--- src/rtl/regfile_arbiter.sv ---
// regfile_arbiter
// ---------------------------------------------------------------------------
// Two-master round-robin arbiter and sequencer for the shared register file
// command port. One transaction runs at a time: IDLE picks a winner, CMD
// pulses the write or read enable for one cycle, RWAIT waits (bounded by
// TIMEOUT) for the read-valid return, and RESP pulses the winner's Ack
// together with RdVld or Err. Every output is a flop.
//
// Ports
//   CLK, RST                   clock (rising edge), synchronous active-high reset
//   ReqN/WrN/AddrN/WrDataN     request from master N; held stable until AckN
//   AckN                       one-cycle completion pulse to master N
//   RdVldN                     one-cycle pulse with AckN on a successful read
//   RdDataN                    last read result for master N (held)
//   ErrN                       one-cycle pulse with AckN on a read timeout
//   RF_WrEn/RF_RdEn            register file command enables (one-cycle pulses)
//   RF_Address/RF_WrData       register file address and write data (held)
//   RF_RdData/RF_RdData_VLD    register file read return
//   Busy                       high whenever a transaction is in progress
// ---------------------------------------------------------------------------
module regfile_arbiter #(
  parameter int WIDTH   = 8,
  parameter int ADDR    = 2,
  parameter int TIMEOUT = 4
) (
  input  logic             CLK,
  input  logic             RST,
  input  logic             Req0,
  input  logic             Req1,
  input  logic             Wr0,
  input  logic             Wr1,
  input  logic [ADDR-1:0]  Addr0,
  input  logic [ADDR-1:0]  Addr1,
  input  logic [WIDTH-1:0] WrData0,
  input  logic [WIDTH-1:0] WrData1,
  output logic             Ack0,
  output logic             Ack1,
  output logic             RdVld0,
  output logic             RdVld1,
  output logic [WIDTH-1:0] RdData0,
  output logic [WIDTH-1:0] RdData1,
  output logic             Err0,
  output logic             Err1,
  output logic             RF_WrEn,
  output logic             RF_RdEn,
  output logic [ADDR-1:0]  RF_Address,
  output logic [WIDTH-1:0] RF_WrData,
  input  logic [WIDTH-1:0] RF_RdData,
  input  logic             RF_RdData_VLD,
  output logic             Busy
);

  localparam int CNT_W = (TIMEOUT < 2) ? 1 : $clog2(TIMEOUT + 1);
  // The last RWAIT cycle is the one where the counter still reads TIMEOUT-1,
  // which puts the error Ack exactly TIMEOUT cycles after RWAIT is entered.
  localparam logic [CNT_W-1:0] CNT_LAST = CNT_W'(TIMEOUT - 1);

  typedef enum logic [1:0] {IDLE, CMD, RWAIT, RESP} state_t;

  state_t           state;
  logic             sel;
  logic             sel_wr;
  logic             prio;
  logic [CNT_W-1:0] tmo_cnt;

  logic             grant_sel;
  logic             grant_wr;
  logic [ADDR-1:0]  grant_addr;
  logic [WIDTH-1:0] grant_wdata;

  // Winner selection: a lone requester wins outright, a tie goes to prio.
  always_comb begin
    grant_sel   = (Req0 && Req1) ? prio : Req1;
    grant_wr    = grant_sel ? Wr1 : Wr0;
    grant_addr  = grant_sel ? Addr1 : Addr0;
    grant_wdata = grant_sel ? WrData1 : WrData0;
  end

  // Sequencer. The command enables are loaded on the grant edge so they are
  // high during CMD; the per-master pulses are loaded on the edge into RESP
  // so they are high during RESP. All pulses default back to 0 every cycle.
  always_ff @(posedge CLK) begin
    if (RST) begin
      state      <= IDLE;
      sel        <= 1'b0;
      sel_wr     <= 1'b0;
      prio       <= 1'b0;
      tmo_cnt    <= '0;
      Ack0       <= 1'b0;
      Ack1       <= 1'b0;
      RdVld0     <= 1'b0;
      RdVld1     <= 1'b0;
      RdData0    <= '0;
      RdData1    <= '0;
      Err0       <= 1'b0;
      Err1       <= 1'b0;
      RF_WrEn    <= 1'b0;
      RF_RdEn    <= 1'b0;
      RF_Address <= '0;
      RF_WrData  <= '0;
      Busy       <= 1'b0;
    end else begin
      RF_WrEn <= 1'b0;
      RF_RdEn <= 1'b0;
      Ack0    <= 1'b0;
      Ack1    <= 1'b0;
      RdVld0  <= 1'b0;
      RdVld1  <= 1'b0;
      Err0    <= 1'b0;
      Err1    <= 1'b0;

      case (state)
        IDLE: begin
          if (Req0 || Req1) begin
            sel        <= grant_sel;
            sel_wr     <= grant_wr;
            prio       <= ~grant_sel;
            RF_Address <= grant_addr;
            // Reads leave the write-data bus untouched.
            if (grant_wr) begin
              RF_WrData <= grant_wdata;
            end
            RF_WrEn    <= grant_wr;
            RF_RdEn    <= ~grant_wr;
            Busy       <= 1'b1;
            state      <= CMD;
          end
        end

        CMD: begin
          tmo_cnt <= '0;
          if (sel_wr) begin
            Ack0  <= ~sel;
            Ack1  <= sel;
            state <= RESP;
          end else begin
            state <= RWAIT;
          end
        end

        RWAIT: begin
          if (RF_RdData_VLD) begin
            if (sel) begin
              RdData1 <= RF_RdData;
            end else begin
              RdData0 <= RF_RdData;
            end
            Ack0   <= ~sel;
            Ack1   <= sel;
            RdVld0 <= ~sel;
            RdVld1 <= sel;
            state  <= RESP;
          end else begin
            tmo_cnt <= tmo_cnt + CNT_W'(1);
            if (tmo_cnt == CNT_LAST) begin
              Ack0  <= ~sel;
              Ack1  <= sel;
              Err0  <= ~sel;
              Err1  <= sel;
              state <= RESP;
            end
          end
        end

        RESP: begin
          Busy  <= 1'b0;
          state <= IDLE;
        end

        default: begin
          Busy  <= 1'b0;
          state <= IDLE;
        end
      endcase
    end
  end

endmodule

--- config.mk ---
export PLATFORM = sky130hd
export DESIGN_NAME = regfile_arbiter
export DESIGN_NICKNAME = d
export VERILOG_FILES = /design/src/rtl/regfile_arbiter.sv
export SDC_FILE = /design/constraint.sdc
export NUM_CORES = 1
export LEC_CHECK = 0
export BUFFER_PORTS_ARGS = -buffer_cell sky130_fd_sc_hd__buf_2
export CAP_MARGIN = 20
export CORE_ASPECT_RATIO = 0.7
export CORE_UTILIZATION = 48
export DETAILED_ROUTE_END_ITERATION = 7
export PLACE_DENSITY = 0.75
export SLEW_MARGIN = 15
export SYNTH_ARGS = -nofsm -noshare
export SYNTH_HDL_FRONTEND = slang
export SYNTH_SLANG_ARGS = --single-unit
--- constraint.sdc ---
create_clock -name CLK -period 1.94 [get_ports CLK]
set_clock_uncertainty 0.05 [all_clocks]
set_input_delay 0.388 -clock CLK [delete_from_list [all_inputs] [get_ports CLK]]
set_output_delay 0.388 -clock CLK [all_outputs]
set_load 0.02 [all_outputs]
## Word-level counts from Yosys, hierarchy flattened

Index checks and enable logic that the tools add are counted.

- Register bits after elaboration: 43
- Input bits: 35
- Output and inout port bits: 35
- Word-level logic and storage cells: 69

- Add/subtract/negate cells: 1
- Equal/unequal tests: 7
- Muxes and demuxes: 21
- Bitwise logic cells: 7
- Reduce and logical (&&, ||, !) cells: 15

Operators by type and width:

| cell | number |
|---|---|
| $mux 1 | 10 |
| $reduce_and 3->1 | 3 |
| $reduce_or 3->1 | 3 |
| $mux 2 | 4 |
| $mux 8 | 1 |
| $pmux 2 s4 | 1 |
| $reduce_and 2->1 | 4 |
| $not 1->1 | 7 |
| $pmux 1 s2 | 3 |
| $pmux 3 s2 | 1 |
| $eq 2x2->1 const B | 2 |
| $ne 2x2->1 const B | 2 |
| $reduce_bool 2->1 | 2 |
| $add 3x1->3 const B | 1 |
| $eq 3x2->1 const B | 1 |
| $mux 3 | 1 |
| $ne 3x3->1 const B | 1 |
| $eq 2x1->1 const B | 1 |
| $logic_not 2->1 | 1 |
| $logic_and 1x1->1 | 1 |
| $logic_or 1x1->1 | 1 |

## Longest topological paths before layout

Gate-level depths: netlist of the first run.

- Depth in word-level cells: 4
- Depth in mapped cells: 7
- Mapped depth without buffers: 6

## Worst setup path after synthesis of the first run

No wires, ideal clock.

- Kind: in2reg
- From: in Req1
- To: reg RF_WrData[0]
- Setup time: 80 ps
- Arrival time: 1379 ps
- Data required time: 1810 ps
- Path slack: 431 ps
- Cell stages on the path: 7
- Path buffers: 3
- Cells stage by stage: buf_2 nand2_1 a32o_2 buf_6 and2_4 buf_6 a211oi_2

- Cells in the longest elaborated chain, start to end: 4
- Elaborated cells on any way between the ends: 6
- Classes of those cells: mux (3); reduce/logical (3)

RTL lines:

| element | RTL line | RTL |
|---|---|---|
| from (decl) | 29 | `input logic Req1,` |
| $logic_and 1x1->1 | 73 | `grant_sel = (Req0 && Req1) ? prio : Req1;` |
| $mux 1 | 73 |  |
| $mux 1 | 74 | `grant_wr = grant_sel ? Wr1 : Wr0;` |
| $reduce_and 3->1 (no source line) | n/a |  |
| to (signal assigned) | 121 | `RF_WrData <= grant_wdata;` |
| to (decl) | 47 | `output logic [WIDTH-1:0] RF_WrData,` |

Parallel ways exist; a longest one is shown, timed or not.
A chain may end at the register's enable or synchronous reset.

## Worst setup path in the final report of the first run

- From: reg state[0]
- To: reg state[0]

- Cells in the longest elaborated chain, start to end: 3
- Elaborated cells on any way between the ends: 8
- Classes of those cells: eq/ne (5); mux (1); reduce/logical (2)

RTL lines:

| element | RTL line | RTL |
|---|---|---|
| from (decl) | 60 | `state_t state;` |
| from (signal assigned) | 84 | `state <= IDLE;` |
| from (signal assigned) | 126 | `state <= CMD;` |
| from (signal assigned) | 135 | `state <= RESP;` |
| $eq 2x2->1 / $logic_not 2->1 (equally long branches) | 112 | `case (state)` |
| $ne 3x3->1 (no source line) / $ne 2x2->1 (equally long branches) | n/a |  |
| $reduce_and 2->1 (no source line) | n/a |  |

Parallel ways exist; a longest one is shown, timed or not.

==> results of run 1 <==
==> cell families after synthesis <==
kind of cell / Yosys count / synth area share, %
AO/OA/AOI/OAI: 51 / 19.5
multiplexers: 9 / 4.97
flip-flops: 43 / 47.4
AND/OR/NAND/NOR: 77 / 18.8
buffers and inverters: 17 / 4.48
adder cells (fa/ha/maj): 7 / 4.83
==> worst max-delay path by stage <==
stage / from / end / depth (start not counted)
after floorplan: Req1 / RF_WrData[0] / 7
after global placement: state[0] / state[0] / 6
after detailed placement: state[0] / state[0] / 6
after CTS: state[0] / state[0] / 6
after global routing: state[0] / RF_RdEn / 4
final: state[0] / state[0] / 6
==> sequential cells by signal, summed over array words and instances, names as in the netlist, 2 cells and up <==
signal      flops
tmo_cnt         3
state           2
RF_WrData       8
RdData0         8
RF_Address      2
RdData1         8
==> critical path, stage by stage, from the launching register on <==
cell and delay, ns:
sky130_fd_sc_hd__dfxtp_1 0.39, sky130_fd_sc_hd__inv_1 0.12, sky130_fd_sc_hd__ha_1 0.28, sky130_fd_sc_hd__nand2b_1 0.17
sky130_fd_sc_hd__a2bb2oi_2 0.21, sky130_fd_sc_hd__o21ai_0 0.12, sky130_fd_sc_hd__a211oi_1 0.28
==> per-stage QoR <==
stage / cells / util [%] / hold WS (ns) / instance area (sq um) / worst slack [ns]
after floorplan: 204 / - / 0.387 / 1810 / 0.431
after global placement: 313 / 61.3 / 0.388 / 2180 / 0.253
after detailed placement: 313 / 61.3 / 0.396 / 2180 / 0.170
after CTS: 321 / 64.6 / 0.252 / 2300 / 0.111
after global routing: 321 / 64.9 / 0.278 / 2310 / 0.0950
final: 321 / 64.9 / 0.264 / 2310 / 0.212
==> metal layers <==
metal,wire length [um],track usage (%),share of wire (%),up-vias
li1,-,-,-,825
met1,1950,28.6,49,716
met2,1840,33.3,46,36
met3,173,5.14,4.3,5
met4,44,4.63,1.1,0
met5,0,0,0,-
==> cell type report <==
cell class / count / area, sq um / area share (%)
multi-input combinational: 144 / 881 / 38.2
sequential: 43 / 861 / 37.3
timing repair buffer: 73 / 375 / 16.3
clock buffer: 6 / 82.6 / 3.58
tap: 50 / 62.6 / 2.71
clock inverter: 2 / 35.0 / 1.52
inverter: 3 / 11.3 / 0.488
==> cells in the final DEF, fill, tap and decap left out, drive strengths merged <==
master and count:
a21bo 1, a32oi 1, a311oi 3, and4b 1
a22oi 1, nor3 3, bufinv 1, a2bb2oi 1
ha 7, a2111oi 1, and2 2, mux2i 9
a32o 1, or2 1, nand3 3, buf 73
and3 2, clkbuf 6, nand2 43, a21oi 29
inv 3, nor2 17, nor2b 2, a211oi 9
o21ai 4, dfxtp 43, clkinv 1, nand2b 3
==> power groups by stage <==
| stage | clock network, mW | registers [mW] | logic, mW |
|---|---|---|---|
| final | 0.707 | 1.10 | 0.886 |
| after global placement | 0 | 1.11 | 0.849 |
| after floorplan | 0 | 1.21 | 0.531 |
| after global routing | 0.752 | 1.11 | 0.989 |
| after CTS | 0.722 | 1.09 | 0.872 |
| after detailed placement | 0 | 1.11 | 0.863 |
==> timing repair <==
item	CTS	global route
resized for setup	0	2
endpoints found under the setup margin	0	2
hold endpoints to repair	0	0
==> results.txt, run 1 <==
* Status: completed
* Sum of routed wire length over all layers: 4.01 mm
- Summed over all layers, the global routing overflow is 0.
- Combinational cells account for 33.0% of the total power.
* Die footprint: 4030 sq um
- The worst hold path passes through 2 cells.
- Summing over every cut layer, the via total after detailed routing is 1582.
* Worst hold path endpoint: RF_RdEn
* Port buffer count: 69
- Global routing consumed, over all layers together, 21.0% of the routing resources.
- In this run, the number of DRC markers left after iteration 0 of detailed routing was 78.
* Global-route wire length before repair: 6.25 mm
- Post-synthesis sequential area ratio: 47.4%
- The top cell type by area accounts for 47.4% of the synthesized area.
* Post-Syn Area: 1810 sq um
- CTS built an H-tree with a depth of 2.
- WL/cell: 12.5 um
- Flop-to-flop setup slack: 0.21 ns
* Fmax: 579 MHz
- After clock tree synthesis, the setup repair step added 0 buffers.
* RR Startpoint: state[0]
- For this design, the sink count on the clock tree is 43.
* Core Footprint: 3560 sq um
- STA classifies the critical path endpoint as a flop.
- Max cap viols: 0
* CP Data Arrival Time: 1.87 ns
- Die outline width: 75.5 um
- From bottom edge to top edge, the die measures 53.4 um.
- Startpoint-to-endpoint class of the critical path: flop to flop
* Fraction of layout cells with a size suffix above 1: 36.2%
- Number of nets in the synthesized netlist: 246
- Clock latency on the worst-skew pair: 0.30 ns
* Final setup fails: 0
* Number of enable-type register cells in the synthesized netlist: 0
- Post-Synthesis Cells: 204
- Antenna violation net count after detailed routing: 0
* Number of inserted filler cells in the final layout: 329
- After synthesis, the mean cell area works out to 8.89 sq um.
- Critical path peak fanout: 7
* Internal Pwr Total: 1.78 mW
- Of the available clock period, the critical path in the final layout requires 89.1%.
- Most numerous cell types in the synthesized netlist: sky130_fd_sc_hd__dfxtp_1 (43), sky130_fd_sc_hd__nand2_1 (43), sky130_fd_sc_hd__a21oi_1 (29)
- Net switching power: 0.912 mW
- Inserted Clock Buffers: 5
- Post-synthesis cell type count: 32
* Maximum vdd ir drop: 0.000820 V
* Worst-Margin Slew: 0.545 ns
- Setup total negative slack on the finished layout was measured at 0 ns.
- The count of final hold-check violations was 0.
- The worst setup path is launched from a flop.
- Leading post-synthesis cells by cell area: sky130_fd_sc_hd__dfxtp_1 (47%), sky130_fd_sc_hd__nand2_1 (8.9%), sky130_fd_sc_hd__a21oi_1 (8.0%)
- Antenna violations before repair: 0
- In this run the power density over the cells is 1160 nW/um^2.
- Via density per instance: 4.93
- After clock tree synthesis, the clock-pin slew on the worst setup and hold paths is 0.08 ns.
- Per report_power, the sequential group accounts for 40.7% of the total.
- Gpl congestion: 0.827
- For this run, the leading register cell type out of synthesis is sky130_fd_sc_hd__dfxtp_1.
* Min cycle time layout: 1.73 ns
- Drc violations: 0
* Relative area change from synthesis to final layout: 27.2%
- Measured against its own limit, the worst slew margin works out to 63.7%.
- Reg-to-reg endpoint: state[0]
- Yosys synthesis warning count: 0
* Number of diodes added for antenna fixing: 0
- The root buffer cell chosen for the clock tree is sky130_fd_sc_hd__clkbuf_8.
* Clk network pwr share: 26.3%
- Entering global routing, the biggest net connects 31 pins.
- CTS hold repair buffers: 0
- The number of global-route vias before repair is 1354.
* Net Sw Frac: 33.9%
- Pin placement for this block handled 70 I/O pins.
- In this run the static leakage power is 1.07 nW.
- The HPWL after detailed placement is 3.01 mm.
- The startpoint identified for the worst hold timing path is Wr0.
* Unrepaired setup endpoints after global routing: no
- Summing internal, switching and leakage power gives 2.69 mW.
- Counting flops with an async set or reset pin after synthesis yields a share of 0%.
* Required time worst endpoint: 2.08 ns
- Summed over all instances, the cell type with the most area after synthesis is sky130_fd_sc_hd__dfxtp_1.
* Clock buffer depth: 2
- For this configuration, the core starts out at a cell density of 51.0%.
- After synthesis the netlist holds a flip-flop and latch count of 43.
- Number of optimization iterations in the first detailed-route pass: 4
- Number of nets at the end of the flow: 312
- Placement row count: 18
- Fin. max-slew vios: 0
- TritonCTS built the clock tree.
- Worst min-delay path category: input pin to flop
* Worst-case reg-to-reg path depth: 6
No activity file was read; power rests on OpenSTA's default activity.
==> run 2, diff against run 1 <==
CELL_PAD_IN_SITES_DETAIL_PLACEMENT = 1   (was unset)
CELL_PAD_IN_SITES_GLOBAL_PLACEMENT = 2   (was unset)
CORE_UTILIZATION = 27   (was 48)
PLACE_DENSITY = 0.74   (was 0.75)
==> results.txt, run 2 (same netlist as run 1, synthesis figures left out) <==
- Crit-path cells: inv_1, ha_1, nand2b_1, a2bb2oi_1, o21ai_0, a211oi_1
- For this run, design rule violations remaining after detail routing come to 0.
- For the worst setup path, the data required time is 2.12 ns.
- Commonest non-fill, non-tap cells in the layout: sky130_fd_sc_hd__buf_2 (69), sky130_fd_sc_hd__dfxtp_1 (43), sky130_fd_sc_hd__nand2_1 (43)
* Via density per instance: 4.49
* Critical path buffers and inverters: 1
- Leaving out fill and tap cells, the most frequent cell in the layout is sky130_fd_sc_hd__buf_2.
- For this design, the slowest cell found on the critical path is sky130_fd_sc_hd__dfxtp_1.
- Worst min-delay path category: input pin to flop
- Num Clock Sinks: 43
- TritonCTS built the clock tree.
* Fraction of layout cells with a size suffix above 1: 35.3%
- Initial standard-cell utilization of the core: 28.5%
- The floorplan has 24 rows.
* Slowest stage delay, CP: 0.40 ns
* Sum of routed wire length over all layers: 4.87 mm
- The number of global-route vias before repair came to 1573.
- The number of antenna violations at the first check in global routing is 0.
- For this design the static power due to leakage is 1.06 nW.
- Master cell of the clock root buffer: sky130_fd_sc_hd__clkbuf_8
- Post-CTS repair changed the size of 0 cells.
* Max cap viols: 0
- Pin placement for this block handled 70 I/O pins.
- Once routing completed, OpenROAD measured the worst setup slack at 0.235 ns.
- Status: completed
* Unrepaired setup endpoints after global routing: no
- Measured on the finished design, the core utilization comes to 36.5%.
- H-tree Lvls: 2
- Count of routing violations after the opening detailed-route iteration: 46
- The clock reaches the later pin of the worst-skew pair after 0.30 ns.
- Across all hold checks on the routed design, the worst slack comes to 0.253 ns.
- For this run, the detailed router's first-pass iteration total came to 4.
* CP startpoint kind: flop
* Number of inserted filler cells in the final layout: 790
- After routing, the total negative slack on setup checks comes to 0 ns.
- Excluding fillers, the count of instances in the completed layout stands at 363.
- The count of final hold-check violations came to 0.
- At the end of routability-driven placement, the weighted congestion stood at 0.720.
- Core Footprint: 6370 sq um
- In this run the worst path has a maximum fanout of 7.
* Post-CTS setup repair buffer count: 0
- Measured along the x axis, the die boundary spans 100 um.
- Maximum vdd ir drop: 0.000428 V
* Post-detailed-placement cell area: 2240 sq um
- Port buffer count: 69
- Detailed-placement wirelength estimate: 3.69 mm
- Global routing consumed, over all layers together, 14.8% of the routing resources.
* Startpoint-to-endpoint class of the critical path: flop to flop
* Sum of overflow across all layers after global routing: 0
* Detailed-route via count: 1629
* Kind of cell adding the most delay to the critical path: compound AO/OA/AOI/OAI gates
* Tot Pwr: 2.58 mW
- Fmax: 586 MHz
* Capturing element type of the critical path: flop
- Final setup fails: 0
* Number of diodes added for antenna fixing: 0
* Global-route wire length before repair: 7.96 mm
- For the pin with the worst max-slew slack, the measured transition is 0.623 ns.
* Min cycle time layout: 1.71 ns
- In this run the power density over the cells is 1110 nW/um^2.
- The longest clock path from root to sink contains 2 buffers.
- From synthesis to final layout, the design area changed by 28.2%.
* Maximum number of pins on one net before global-route repair: 31
* CTS hold repair buffers: 0
* Die extent in y: 70.6 um
* Share of the cycle needed by the critical path after routing: 87.9%
- The count of pins over their slew limit is 0.
- Cells after DPL: 355
* Inserted Clock Buffers: 5
- Layout Cell Area excl Fill: 2330 sq um
* Antenna violation net count after detailed routing: 0
- For the worst setup path, the data arrival time is 1.88 ns.
- WL/cell: 13.4 um
- Largest registers in the final layout: RF_WrData x8, RdData0 x8, RdData1 x8
- Worst-case headroom to the max-slew limit: 58.5%
- Number of nets at the end of the flow: 313
- Pre-CTS setup slack: 0.258 ns
* Die footprint: 7060 sq um
* Clock-pin slew of the registers on the worst-case setup and hold paths: 0.09 ns
[run 2: area by class of cell]
cell class / count / area, sq um / share of cell area, %
sequential: 43 / 861 / 37.0
timing repair buffer: 74 / 383 / 16.5
tap: 91 / 114 / 4.90
multi-input combinational: 144 / 872 / 37.5
clock inverter: 2 / 12.5 / 0.538
clock buffer: 6 / 72.6 / 3.12
inverter: 3 / 11.3 / 0.484
[run 2: layer usage]
metal	up-vias	track usage [%]	wire length [um]
met5	-	0	0
met1	762	21.2	2530
met4	0	4.19	70
met3	9	5.04	199
li1	829	-	-
met2	29	20.9	2070
[run 2: worst paths after layout]
| check | slack (ns) | depth (start not counted) | endpoint | start |
|---|---|---|---|---|
| setup / recovery | 0.23 | 6 | state[0] | state[0] |
| setup reg to reg | 0.23 | 6 | state[0] | state[0] |
| hold reg to reg | 0.40 | 2 | RdData1[4] | RdData1[4] |
| hold / removal | 0.25 | 2 | RF_RdEn | Wr0 |
[run 2: worst register-to-register path, cell delays in order, from the launching register on]
cell and delay, ns:
sky130_fd_sc_hd__dfxtp_1 0.40, sky130_fd_sc_hd__inv_1 0.11, sky130_fd_sc_hd__ha_1 0.28, sky130_fd_sc_hd__nand2b_1 0.14, sky130_fd_sc_hd__a2bb2oi_1 0.28, sky130_fd_sc_hd__o21ai_0 0.14
sky130_fd_sc_hd__a211oi_1 0.22
[run 2: power breakdown]
group / internal, mW / switching [mW]
Clock: 0.252 / 0.321
Combinational: 0.354 / 0.555
Sequential: 1.01 / 0.0845
